**src/rtl/arm_exe_pkg.sv**
```systemverilog
// Shared definitions for the ARM execute stage: ALU command codes,
// NZCV bit positions and operand-forwarding select codes.
package arm_exe_pkg;

    localparam logic [3:0] CMD_MOV = 4'b0001;
    localparam logic [3:0] CMD_ADD = 4'b0010;
    localparam logic [3:0] CMD_ADC = 4'b0011;
    localparam logic [3:0] CMD_SUB = 4'b0100;
    localparam logic [3:0] CMD_SBC = 4'b0101;
    localparam logic [3:0] CMD_AND = 4'b0110;
    localparam logic [3:0] CMD_ORR = 4'b0111;
    localparam logic [3:0] CMD_EOR = 4'b1000;
    localparam logic [3:0] CMD_MVN = 4'b1001;

    localparam int N_BIT = 3;
    localparam int Z_BIT = 2;
    localparam int C_BIT = 1;
    localparam int V_BIT = 0;

    localparam logic [1:0] FWD_ID  = 2'b00;
    localparam logic [1:0] FWD_MEM = 2'b01;
    localparam logic [1:0] FWD_WB  = 2'b10;

endpackage

```
**src/rtl/arm_alu.sv**
```systemverilog
// Combinational ARM ALU: result, candidate NZCV and an arith flag telling
// the caller whether C/V are meaningful for this op.
module arm_alu
    import arm_exe_pkg::*;
#(
    parameter int DW = 32
) (
    input  logic [3:0]    op,
    input  logic [DW-1:0] a,
    input  logic [DW-1:0] b,
    input  logic          cin,
    output logic [DW-1:0] result,
    output logic [3:0]    nzcv,
    output logic          arith
);

    logic          sub;
    logic          ci;
    logic [DW-1:0] bop;
    logic [DW:0]   sum;

    always_comb begin
        arith = 1'b0;
        sub   = 1'b0;
        ci    = 1'b0;
        case (op)
            CMD_ADD: arith = 1'b1;
            CMD_ADC: begin
                arith = 1'b1;
                ci    = cin;
            end
            CMD_SUB: begin
                arith = 1'b1;
                sub   = 1'b1;
                ci    = 1'b1;
            end
            CMD_SBC: begin
                arith = 1'b1;
                sub   = 1'b1;
                ci    = cin;
            end
            default: ;
        endcase

        // subtraction as a + ~b + ci, so carry out is not-borrow
        bop = sub ? ~b : b;
        sum = {1'b0, a} + {1'b0, bop} + {{DW{1'b0}}, ci};

        case (op)
            CMD_MOV: result = b;
            CMD_MVN: result = ~b;
            CMD_AND: result = a & b;
            CMD_ORR: result = a | b;
            CMD_EOR: result = a ^ b;
            default: result = arith ? sum[DW-1:0] : '0;
        endcase

        nzcv[N_BIT] = result[DW-1];
        nzcv[Z_BIT] = (result == '0);
        nzcv[C_BIT] = sum[DW];
        nzcv[V_BIT] = (a[DW-1] == bop[DW-1]) &&
                      (sum[DW-1] != a[DW-1]);
    end

endmodule

```
**src/rtl/exe_stage.sv**
```systemverilog
// ARM execute stage: ALU, NZCV status, branch target, EXE/MEM register.
// Define EXE_FORWARD_EN to add operand-forwarding muxes for rn and store data.
module exe_stage
    import arm_exe_pkg::*;
#(
    parameter int DW    = 32,
    parameter int IMM_W = 24
) (
    input  logic             clk,
    input  logic             rst_n,
    input  logic             freeze,
    input  logic             flush,
    input  logic             id_valid,
    input  logic [3:0]       exe_cmd,
    input  logic             mem_r_en,
    input  logic             mem_w_en,
    input  logic             wb_en,
    input  logic             s_en,
    input  logic             b_en,
    input  logic [DW-1:0]    pc_in,
    input  logic [DW-1:0]    val_rn,
    input  logic [DW-1:0]    val2,
    input  logic [DW-1:0]    val_rm,
    input  logic [3:0]       dest,
    input  logic [IMM_W-1:0] imm24,
`ifdef EXE_FORWARD_EN
    input  logic [1:0]       sel_src1,
    input  logic [1:0]       sel_src2,
    input  logic [DW-1:0]    mem_fwd_val,
    input  logic [DW-1:0]    wb_fwd_val,
`endif
    output logic             exe_valid,
    output logic [DW-1:0]    alu_res,
    output logic [DW-1:0]    st_val,
    output logic [3:0]       dest_out,
    output logic             mem_r_out,
    output logic             mem_w_out,
    output logic             wb_out,
    output logic [3:0]       status,
    output logic             br_taken,
    output logic [DW-1:0]    br_addr
);

    logic [DW-1:0] src1;
    logic [DW-1:0] st_src;

`ifdef EXE_FORWARD_EN
    always_comb begin
        unique case (sel_src1)
            FWD_MEM: src1 = mem_fwd_val;
            FWD_WB:  src1 = wb_fwd_val;
            default: src1 = val_rn;
        endcase
        unique case (sel_src2)
            FWD_MEM: st_src = mem_fwd_val;
            FWD_WB:  st_src = wb_fwd_val;
            default: st_src = val_rm;
        endcase
    end
`else
    assign src1   = val_rn;
    assign st_src = val_rm;
`endif

    logic          is_mem;
    logic [3:0]    op;
    logic [DW-1:0] res;
    logic [3:0]    nzcv;
    logic          arith;

    // loads and stores always compute rn + op2 as the address
    assign is_mem = mem_r_en | mem_w_en;
    assign op     = is_mem ? CMD_ADD : exe_cmd;

    arm_alu #(.DW(DW)) u_alu (
        .op     (op),
        .a      (src1),
        .b      (val2),
        .cin    (status[C_BIT]),
        .result (res),
        .nzcv   (nzcv),
        .arith  (arith)
    );

    logic [DW-1:0] br_off;
    logic [DW-1:0] br_tgt;
    logic          st_upd;
    logic [3:0]    st_next;

    assign br_off = {{(DW-IMM_W){imm24[IMM_W-1]}}, imm24};
    assign br_tgt = pc_in + (br_off << 2);

    assign st_upd = id_valid & s_en & ~b_en & ~is_mem;

    always_comb begin
        st_next        = status;
        st_next[N_BIT] = nzcv[N_BIT];
        st_next[Z_BIT] = nzcv[Z_BIT];
        if (arith) begin
            st_next[C_BIT] = nzcv[C_BIT];
            st_next[V_BIT] = nzcv[V_BIT];
        end
    end

    always_ff @(posedge clk or negedge rst_n) begin
        if (!rst_n) begin
            exe_valid <= 1'b0;
            alu_res   <= '0;
            st_val    <= '0;
            dest_out  <= '0;
            mem_r_out <= 1'b0;
            mem_w_out <= 1'b0;
            wb_out    <= 1'b0;
            status    <= '0;
            br_taken  <= 1'b0;
            br_addr   <= '0;
        end else if (!freeze) begin
            alu_res  <= res;
            st_val   <= st_src;
            dest_out <= dest;
            br_addr  <= br_tgt;
            if (flush) begin
                exe_valid <= 1'b0;
                mem_r_out <= 1'b0;
                mem_w_out <= 1'b0;
                wb_out    <= 1'b0;
                br_taken  <= 1'b0;
            end else begin
                exe_valid <= id_valid;
                mem_r_out <= mem_r_en & id_valid;
                mem_w_out <= mem_w_en & id_valid;
                wb_out    <= wb_en & id_valid;
                br_taken  <= b_en & id_valid;
                if (st_upd)
                    status <= st_next;
            end
        end
    end

endmodule

```
**config.mk**
```make
export PLATFORM = sky130hd
export DESIGN_NAME = exe_stage
export DESIGN_NICKNAME = d
export VERILOG_FILES = /design/src/rtl/arm_exe_pkg.sv /design/src/rtl/arm_alu.sv /design/src/rtl/exe_stage.sv
export SDC_FILE = /design/constraint.sdc
export NUM_CORES = 1
export LEC_CHECK = 0
export CAP_MARGIN = 10
export CORE_ASPECT_RATIO = 1.75
export CORE_MARGIN = 8
export CORE_UTILIZATION = 26
export CTS_BUF_LIST = sky130_fd_sc_hd__clkbuf_4
export DETAILED_ROUTE_END_ITERATION = 7
export HOLD_SLACK_MARGIN = 0.15
export SETUP_SLACK_MARGIN = 0.5
export SYNTH_ARGS = -nofsm -noshare
export SYNTH_HDL_FRONTEND = slang
export SYNTH_SLANG_ARGS = --single-unit
```
**constraint.sdc**
```tcl
create_clock -name clk -period 3.8 [get_ports clk]
set_clock_uncertainty 0.15 [all_clocks]
set_input_delay 0.38 -clock clk [delete_from_list [all_inputs] [get_ports clk]]
set_output_delay 0.38 -clock clk [all_outputs]
set_load 0.01 [all_outputs]
```
# ---- After elaboration in Yosys (flattened, before gate mapping)
# Cells that the tools add are included.
dict set report totals {
  regBits 109
  input_bits 170
}
dict set report classes {
  n_eq_ne 11
  n_bitwise 16
  n_reduce_logical 7
  mux 12
  addsub 3
}
# operator count
set ops {}
lappend ops {{$pmux 32 s5} 1}
lappend ops {{$mux 32} 2}
lappend ops {{$add 32x32->33} 1}
lappend ops {{$add 33x1->33} 1}
lappend ops {{$add 32x32->32} 1}
lappend ops {{$and 32x32->32} 1}
lappend ops {{$logic_not 32->1} 1}
lappend ops {{$not 32->32} 1}
lappend ops {{$or 32x32->32} 1}
lappend ops {{$xor 32x32->32} 1}
lappend ops {{$eq 4x3->1 const B} 4}
lappend ops {{$eq 4x2->1 const B} 2}
lappend ops {{$eq 4x4->1 const B} 2}
lappend ops {{$and 1x1->1} 7}
lappend ops {{$mux 1} 7}
lappend ops {{$eq 4x1->1 const B} 1}
lappend ops {{$mux 4} 1}
lappend ops {{$not 1->1} 4}
lappend ops {{$reduce_and 4->1} 1}
lappend ops {{$reduce_or 2->1} 2}
lappend ops {{$reduce_or 4->1} 1}
lappend ops {{$reduce_and 3->1} 1}
lappend ops {{$pmux 1 s2} 1}
lappend ops {{$eq 1x1->1} 1}
lappend ops {{other kinds (3)} 3}

# ---- Depth between registers and ports, before layout
# Gate-level depths: netlist of the first run.
dict set report logic_depth {
  depth_word 11
  ltp_mapped 20
  depth_no_buf 17
}

# ---- Modules after synthesis
# A second synthesis of the first run with hierarchy kept.
dict set report unflattened {
  cells_unflattened 1219
  hier_area_um2 10640.2
}
# module n_inst area_per_inst_um2 seq_area_each_um2 cells_per_inst
set by_module_without_submodules {}
lappend by_module_without_submodules {exe_stage 1 5694.2 2727.6 515}
lappend by_module_without_submodules {arm_alu 1 4946.0 0.0 704}

# ---- Least setup slack after synthesis of the first run
# OpenSTA, ideal clock, no wires.
dict set report synth_path {
  path_kind {input port to flip-flop}
  startpoint {in exe_cmd[0]}
  endpoint {reg status[2]}
  cell_stages 20
  t_arrival_ns 5.041
  t_required_ns 3.574
  setup_time_ns 0.076
  path_slack_ns -1.467
  path_cell_list {clkbuf_1 buf_2 clkbuf_1 clkbuf_1 nor2_1 a2111oi_0 fa_1 inv_1 fa_1 nor2b_1 o21ai_0 a21oi_1 nor4_1 o31ai_1 o211ai_1 mux2i_1 o21ai_0 or4_1 or4_1 o21ai_1}
}
dict set report synth_between {
  elab_chain_cells 10
  word_cells_on_any_way 22
  cone_classes {add/sub (2); eq/ne (9); mux (7); reduce/logical (4)}
}
# element line
set synth_lines {}
lappend synth_lines {{start, declared} exe_stage.sv:14} ;# input logic [3:0] exe_cmd,
lappend synth_lines {{$mux 4 *} exe_stage.sv:73} ;# assign op = is_mem ? CMD_ADD : exe_cmd;
lappend synth_lines {{$eq 4x3->1} arm_alu.sv:26} ;# case (op)
lappend synth_lines {{$reduce_or 2->1 (no source line)} --}
lappend synth_lines {{$mux 1} arm_alu.sv:26}
lappend synth_lines {{$mux 32} arm_alu.sv:46} ;# bop = sub ? ~b : b;
lappend synth_lines {{$add 32x32->33} arm_alu.sv:47} ;# sum = {1'b0, a} + {1'b0, bop} + {{DW{1'b0}}, ci};
lappend synth_lines {{$add 33x1->33} arm_alu.sv:47}
lappend synth_lines {{$mux 32} arm_alu.sv:55} ;# default: result = arith ? sum[DW-1:0] : '0;
lappend synth_lines {{$pmux 32 s5 *} arm_alu.sv:49} ;# case (op)
lappend synth_lines {{$logic_not 32->1 *} arm_alu.sv:59} ;# nzcv[Z_BIT] = (result == '0);
lappend synth_lines {{end signal, assigned} exe_stage.sv:135} ;# status <= st_next;
lappend synth_lines {{end, declared} exe_stage.sv:39} ;# output logic [3:0] status,
# Every way passes the cells marked *; elsewhere a longest branch is shown, timed or not.
# A chain may end at the register's enable or synchronous reset.

# ---- Worst setup path after layout of the first run
dict set report layout_path {
  startpoint {reg status[1]}
  endpoint {reg status[2]}
}
dict set report layout_between {
  elab_chain_cells 5
}
# element line
set layout_lines {}
lappend layout_lines {{$pmux 1 s2} arm_alu.sv:26}
lappend layout_lines {{$add 33x1->33} arm_alu.sv:47}
lappend layout_lines {{$mux 32} arm_alu.sv:55}
lappend layout_lines {{$pmux 32 s5} arm_alu.sv:49}
lappend layout_lines {{$logic_not 32->1} arm_alu.sv:59}
# No other way between the ends.

==> results of run 1 <==
-- routing by layer --
layer | part of all wire, % | GRT usage [%] | vias to the layer above
met3 | 3.7 | 2.33 | 122
li1 | - | - | 5015
met1 | 35 | 16.2 | 4951
met4 | 6.3 | 11.8 | 0
met2 | 55 | 33.9 | 283
met5 | 0 | 0 | -
-- repair_timing --
item | 4_1_cts | 5_1_grt
cloned | 1 | 0
endpoints found under the setup margin | 26 | 27
buffers inserted | 29 | 6
hold buffers | 3 | 0
resized for setup | 112 | 41
endpoints found under the hold margin | 63 | 0
pin swaps | 44 | 36
-- metrics by stage --
stage	util [%]	instances	setup TNS [ns]	hold WS [ns]
after floorplan	-	1118	-0.678	-0.0656
after global placement	39.4	2038	-16.08	0.302
after detailed placement	39.4	2038	-16.76	0.312
after CTS	41.7	2086	-0.381	0.153
after global routing	42.4	2097	-0.552	0.198
final	42.4	2097	-0.319	0.213
-- cells in the mapped netlist, drive strengths merged (6+ instances only) --
cell | count | area (µm²)
a221oi | 18 | 158
o21ai | 86 | 434
mux2i | 11 | 110
inv | 81 | 304
nand2b | 10 | 62.6
or3 | 7 | 43.8
and2 | 6 | 38.8
buf | 17 | 80.1
nor2b | 15 | 93.8
and3 | 10 | 63.8
nand3 | 16 | 80.1
o21a | 12 | 90.1
dfrtp | 109 | 2730
o211ai | 12 | 90.1
nor2 | 62 | 233
o22ai | 18 | 113
nor4 | 6 | 37.5
a31oi | 6 | 52.6
a21oi | 76 | 380
nor3 | 14 | 70.1
ha | 124 | 1550
nand4 | 7 | 43.8
xor2 | 21 | 184
nand2 | 102 | 383
a21o | 19 | 144
mux2 | 59 | 664
a22oi | 6 | 45.0
a211oi | 16 | 120
o31ai | 6 | 45.0
clkbuf | 33 | 124
xnor2 | 58 | 508
-- final cells by class --
| class | instances | area (µm²) |
|---|---|---|
| antenna | 5 | 12.5 |
| clock buffer | 9 | 67.6 |
| clock inverter | 6 | 70.1 |
| fill | 3638 | 21500 |
| inverter | 81 | 304 |
| multi-input combinational | 878 | 7180 |
| sequential | 109 | 2730 |
| tap | 480 | 601 |
| timing repair buffer | 529 | 4830 |
-- where the power goes --
group | switching, mW | internal [mW] | total (mW)
sequential | 0.0999 | 1.35 | 1.45
clock | 0.452 | 0.204 | 0.656
combinational | 1.10 | 1.36 | 2.46
-- kinds of logic (layout without fill, tap and decap cells) --
| logic type | count (synthesis) | count (layout) |
|---|---|---|
| XOR/XNOR | 79 | 79 |
| multiplexers | 70 | 70 |
| AO/OA/AOI/OAI | 324 | 324 |
| other | 0 | 5 |
| AND/OR/NAND/NOR | 278 | 278 |
| flip-flops | 109 | 109 |
| buffers and inverters | 131 | 625 |
| adder cells (fa/ha/maj) | 127 | 127 |
-- worst max-delay path by stage --
| stage | startpoint | to | slack [ns] | cells after the start |
|---|---|---|---|---|
| 6_report | status[1] | status[2] | -0.32 | 17 |
| 5_1_grt | status[1] | status[2] | -0.46 | 18 |
| 4_1_cts | status[1] | status[2] | -0.38 | 17 |
| 3_5_place_dp | exe_cmd[3] | status[2] | -1.52 | 18 |
| 3_3_place_gp | exe_cmd[3] | status[2] | -1.49 | 18 |
| 2_1_floorplan | exe_cmd[0] | status[2] | -0.56 | 19 |
-- layout by cell type, fill, tap and decap left out, types with 18 or more instances in the layout --
cell type / count
mux2_2: 52
buf_4: 222
buf_6: 24
xor2_1: 19
ha_1: 119
inv_1: 78
a21oi_1: 65
o21ai_0: 61
nand2_1: 101
clkdlybuf4s50_1: 270
dfrtp_1: 109
nor2_1: 58
o22ai_1: 18
a21o_1: 18
xnor2_1: 47
-- critical path, cell delays in order, from the launching register on --
cell       delay, ns
dfrtp_1         0.40
inv_2           0.06
a2111oi_4       0.34
fa_2            0.28
inv_2           0.04
fa_2            0.36
nor2b_4         0.15
o21ai_4         0.08
a21oi_4         0.25
nor4_4          0.06
o31ai_2         0.32
buf_4           0.16
o211ai_1        0.11
mux2i_1         0.18
o21ai_1         0.08
or4_1           0.50
or4_1           0.41
o21ai_1         0.13
-- sequential cells by signal, indices dropped and copies added (netlist names), 4 cells and up --
name      count
status        4
alu_res      32
st_val       32
dest_out      4
br_addr      32
==> results.json, run 1 <==
{
  "synthDistinctLibCells": 71,
  "worstHoldStart": "freeze",
  "grt_max_degree": 68,
  "insertion_delay_ns": 0.54,
  "arrival_ns": 4.46,
  "p_per_area_mw_per_mm2": 289,
  "violations": "setup timing",
  "num_io_pins": 279,
  "vdd.ir_drop.worst_mv": 0.145,
  "grt_pass1_vias": 11000,
  "worst_ep_required_time_ns": 4.14,
  "postPlaceCellArea_mm2": 0.0147,
  "path_max_fanout": 3,
  "gp_congestion": 0.921,
  "min_to": "status[3]",
  "ys_ff_latch": 109,
  "drt_first_pass_iters": 5,
  "grt_setup_unrepaired": "true",
  "syn_nets": 1415,
  "place_ws_ns": -1.52,
  "worstMarginPinSlew_ns": 0.845,
  "drv_cap": 0,
  "worstRegToRegCells": 17,
  "drive_gt1_share_pct": 26.4,
  "critical_path_class": "reg2reg",
  "yosysSeqAreaShare_pct": 28.0,
  "finalWorstSetupSlack_ns": -0.319,
  "finalHoldViolCount": 0,
  "grt_use_total_pct": 17.4,
  "muxShareOfSynthArea_pct": 7.95,
  "status": "finished with violations",
  "period_share_pct": 108,
  "start_util_pct": 26.1,
  "synthFlopType": "dfrtp_1",
  "numCtsBuffers": 9,
  "relSlewSlack_pct": 43.7,
  "drt_iter0_drc": 319,
  "path_clk_slew_ns": 0.19,
  "holdCritPathClass": "in2reg",
  "die_area_mm2": 0.0442,
  "antenna_found_initial": 5,
  "total_power_mw": 4.56,
  "synth-xor-area-share_pct": 7.10,
  "slew_violations": 0,
  "timing.fmax_mhz": 243,
  "chipWidth_um": 162,
  "endpoint_kind": "flip-flop",
  "die_y_um": 272,
  "rr_startpoint": "status[1]",
  "synthArstFlopShare_pct": 100,
  "grt_first_pass_wirelength_um": 59700,
  "synth_compound_area_share_pct": 21.6,
  "power_leakage_nw": 7.07,
  "gr-total-overflow": 0,
  "coreArea_mm2": 0.0373,
  "hold_depth": 7,
  "yosysWarningCount": 0,
  "htreeDepth": 3,
  "clk_path_buf_depth": 2,
  "synth_top_family_by_area": "compound AO/OA/AOI/OAI gates",
  "root_buffer": "clkbuf_4",
  "tritoncts": "done",
  "postSynthCellCount": 1118,
  "cts_sinks": 109,
  "rr_endpoint": "status[2]",
  "synth_edf_count": 0,
  "syn2layout_area_growth_pct": 62.1,
  "io_buffers": 278,
  "postRouteWirelength_um": 39100,
  "syn_area_mm2": 0.00974,
  "crit_path_start_kind": "flip-flop",
  "wl_per_cell_um": 18.7,
  "place.detailed.hpwl_um": 31800,
  "std_cell_rows": 94,
  "synthAdderAreaFrac_pct": 16.5,
  "antenna_left": 0,
  "syn_avg_cell_area_um2": 8.72,
  "synth_simple_gate_area_share_pct": 13.6,
  "period_minus_slack_ns": 4.12,
  "vias": 10400,
  "drc_errors": 0,
  "r2r_slack_ns": -0.32,
  "viasPerCell": 4.95,
  "num-nets-final": 1905,
  "stdcell_area_mm2": 0.0158,
  "setup_viol": 1
}
Power figures use the tool's default switching activity.
==> inputs of run 2 (changes only) <==
CORE_UTILIZATION = 30   (was 26)
SLEW_MARGIN = 20   (was not set)
==> run 2 against run 1 <==
Compared with the run above:
- register-to-register slack gained 0.09 ns
- highest routed layer unchanged
- critical path depth is the same
- the flow still finishes with violations (setup timing)
- largest cell class unchanged
- critical endpoint unchanged
- sequential cell count is the same
- sequential share of layout area grew 0.16 points
- clock-buffer cell count is the same
==> results.json, run 2 (synthesized netlist as in run 1, its figures left out) <==
{
  "finalHoldViolCount": 0,
  "drt_iter0_drc": 359,
  "path_clk_slew_ns": 0.25,
  "arrival_ns": 4.44,
  "htreeDepth": 3,
  "insertion_delay_ns": 0.55,
  "drc_errors": 0,
  "std_cell_rows": 87,
  "multiInputGateArea_mm2": 0.00704,
  "layout.cells.most_common_list": "clkdlybuf4s50_1, buf_4, ha_1",
  "total_power_mw": 4.70,
  "vdd.ir_drop.worst_mv": 0.157,
  "viasPerCell": 5.14,
  "finalNonFillerCells": 2021,
  "endpoint_kind": "flip-flop",
  "drv_cap": 0,
  "nFillCells": 3081,
  "antenna_left": 0,
  "io_buffers": 278,
  "seq_area_mm2": 0.00273,
  "fin_setup_tns_ns": -0.226,
  "num-nets-final": 1910,
  "postRouteWirelength_um": 38800,
  "stdcell_area_mm2": 0.0156,
  "p_clk_share_pct": 17.0,
  "grt_first_pass_wirelength_um": 59500,
  "start_util_pct": 30.3,
  "coreArea_mm2": 0.0321,
  "setup_viol": 1,
  "gp_congestion": 0.922,
  "place.detailed.hpwl_um": 30800,
  "utilization_pct": 48.7,
  "relSlewSlack_pct": 45.2,
  "postPlaceCellArea_mm2": 0.0146,
  "finalWorstSetupSlack_ns": -0.226,
  "numCtsBuffers": 9,
  "p_sw_share_pct": 36.2,
  "power_leakage_nw": 7.09,
  "slew_violations": 0,
  "violations": "setup timing",
  "largestRegisters": "alu_res x32, br_addr x32, st_val x32",
  "wl_per_cell_um": 19.2,
  "period_share_pct": 106,
  "vias": 10400,
  "layout_commonest_cell": "clkdlybuf4s50_1",
  "chipWidth_um": 152,
  "status": "finished with violations",
  "period_minus_slack_ns": 4.03,
  "drive_gt1_share_pct": 25.9,
  "cts_sinks": 109,
  "crit_path_start_kind": "flip-flop",
  "drt_first_pass_iters": 4,
  "place_ws_ns": -1.46,
  "die_area_mm2": 0.0387,
  "gr-total-overflow": 0,
  "grt_max_degree": 69,
  "whs_ns": 0.255,
  "clk_path_buf_depth": 2,
  "syn2layout_area_growth_pct": 60.5,
  "grt_pass1_vias": 10900,
  "num_io_pins": 279,
  "worstMarginPinSlew_ns": 0.822,
  "path_max_fanout": 4,
  "root_buffer": "clkbuf_4",
  "die_y_um": 254,
  "grt_setup_unrepaired": "true",
  "dp.cells": 1963,
  "antenna_found_initial": 3,
  "power_frac_seq_pct": 30.9,
  "timing.fmax_mhz": 248,
  "p_sw_mw": 1.70,
  "comb_power_share_pct": 52.1,
  "worst_ep_required_time_ns": 4.21,
  "critical_path_class": "reg2reg",
  "p_per_area_mw_per_mm2": 300,
  "grt_use_total_pct": 19.6,
  "p_int_mw": 3.00,
  "tritoncts": "done",
  "holdCritPathClass": "in2reg"
}
## run 2: critical path: stages, from the launching register on
cell,delay [ns]
dfrtp_1,0.40
inv_2,0.06
a2111oi_4,0.34
fa_2,0.30
inv_2,0.04
fa_2,0.38
nor2b_4,0.15
o21ai_4,0.08
a21oi_4,0.24
nor4_4,0.06
o31ai_2,0.20
buf_4,0.18
o211ai_1,0.10
mux2i_1,0.20
o21ai_2,0.08
or4_1,0.53
or4_1,0.41
o21ai_1,0.12
## run 2: worst paths after layout
check	start	endpoint	slack, ns	depth (start not counted)
worst max-delay path	status[1]	status[2]	-0.23	17
worst min-delay path	val_rm[23]	st_val[23]	0.26	2
worst max register to register	status[1]	status[2]	-0.23	17
worst min register to register	status[3]	status[3]	0.35	2
max in group asynchronous	rst_n	status[1]	2.36	4
min in group asynchronous	rst_n	br_addr[30]	0.68	4
## run 2: repair_timing
item                                    CTS  global route
gates cloned                              0             0
endpoints found under the setup margin   27            29
pin swaps                                47            51
hold buffers                              7             0
buffers inserted                         23             9
endpoints found under the hold margin   106             0
gates resized for setup                  84            50
## run 2: area by class of cell
| cell class | instances | area share [%] |
|---|---|---|
| Antenna cell | 3 | 0.0480 |
| Clock inverter | 7 | 0.744 |
| Sequential cell | 109 | 17.4 |
| Timing Repair Buffer | 534 | 31.2 |
| Clock buffer | 9 | 0.432 |
| Multi-Input combinational cell | 878 | 45.0 |
| Tap cell | 400 | 3.20 |
| Inverter | 81 | 1.94 |
## run 2: power by group through the flow
stage | logic [mW] | clock network, mW | registers (mW)
global route | 2.64 | 0.860 | 1.48
CTS | 2.39 | 0.844 | 1.46
detailed placement | 2.24 | 0 | 1.48
global placement | 2.22 | 0 | 1.47
finish | 2.45 | 0.801 | 1.45
floorplan | 0.897 | 0 | 1.56
## run 2: per-layer routing
| metal | track usage (%) | routed length [µm] |
|---|---|---|
| met1 | 18.1 | 13300 |
| met5 | 0 | 0 |
| met3 | 2.95 | 1620 |
| met2 | 39.6 | 22000 |
| met4 | 11.7 | 1790 |
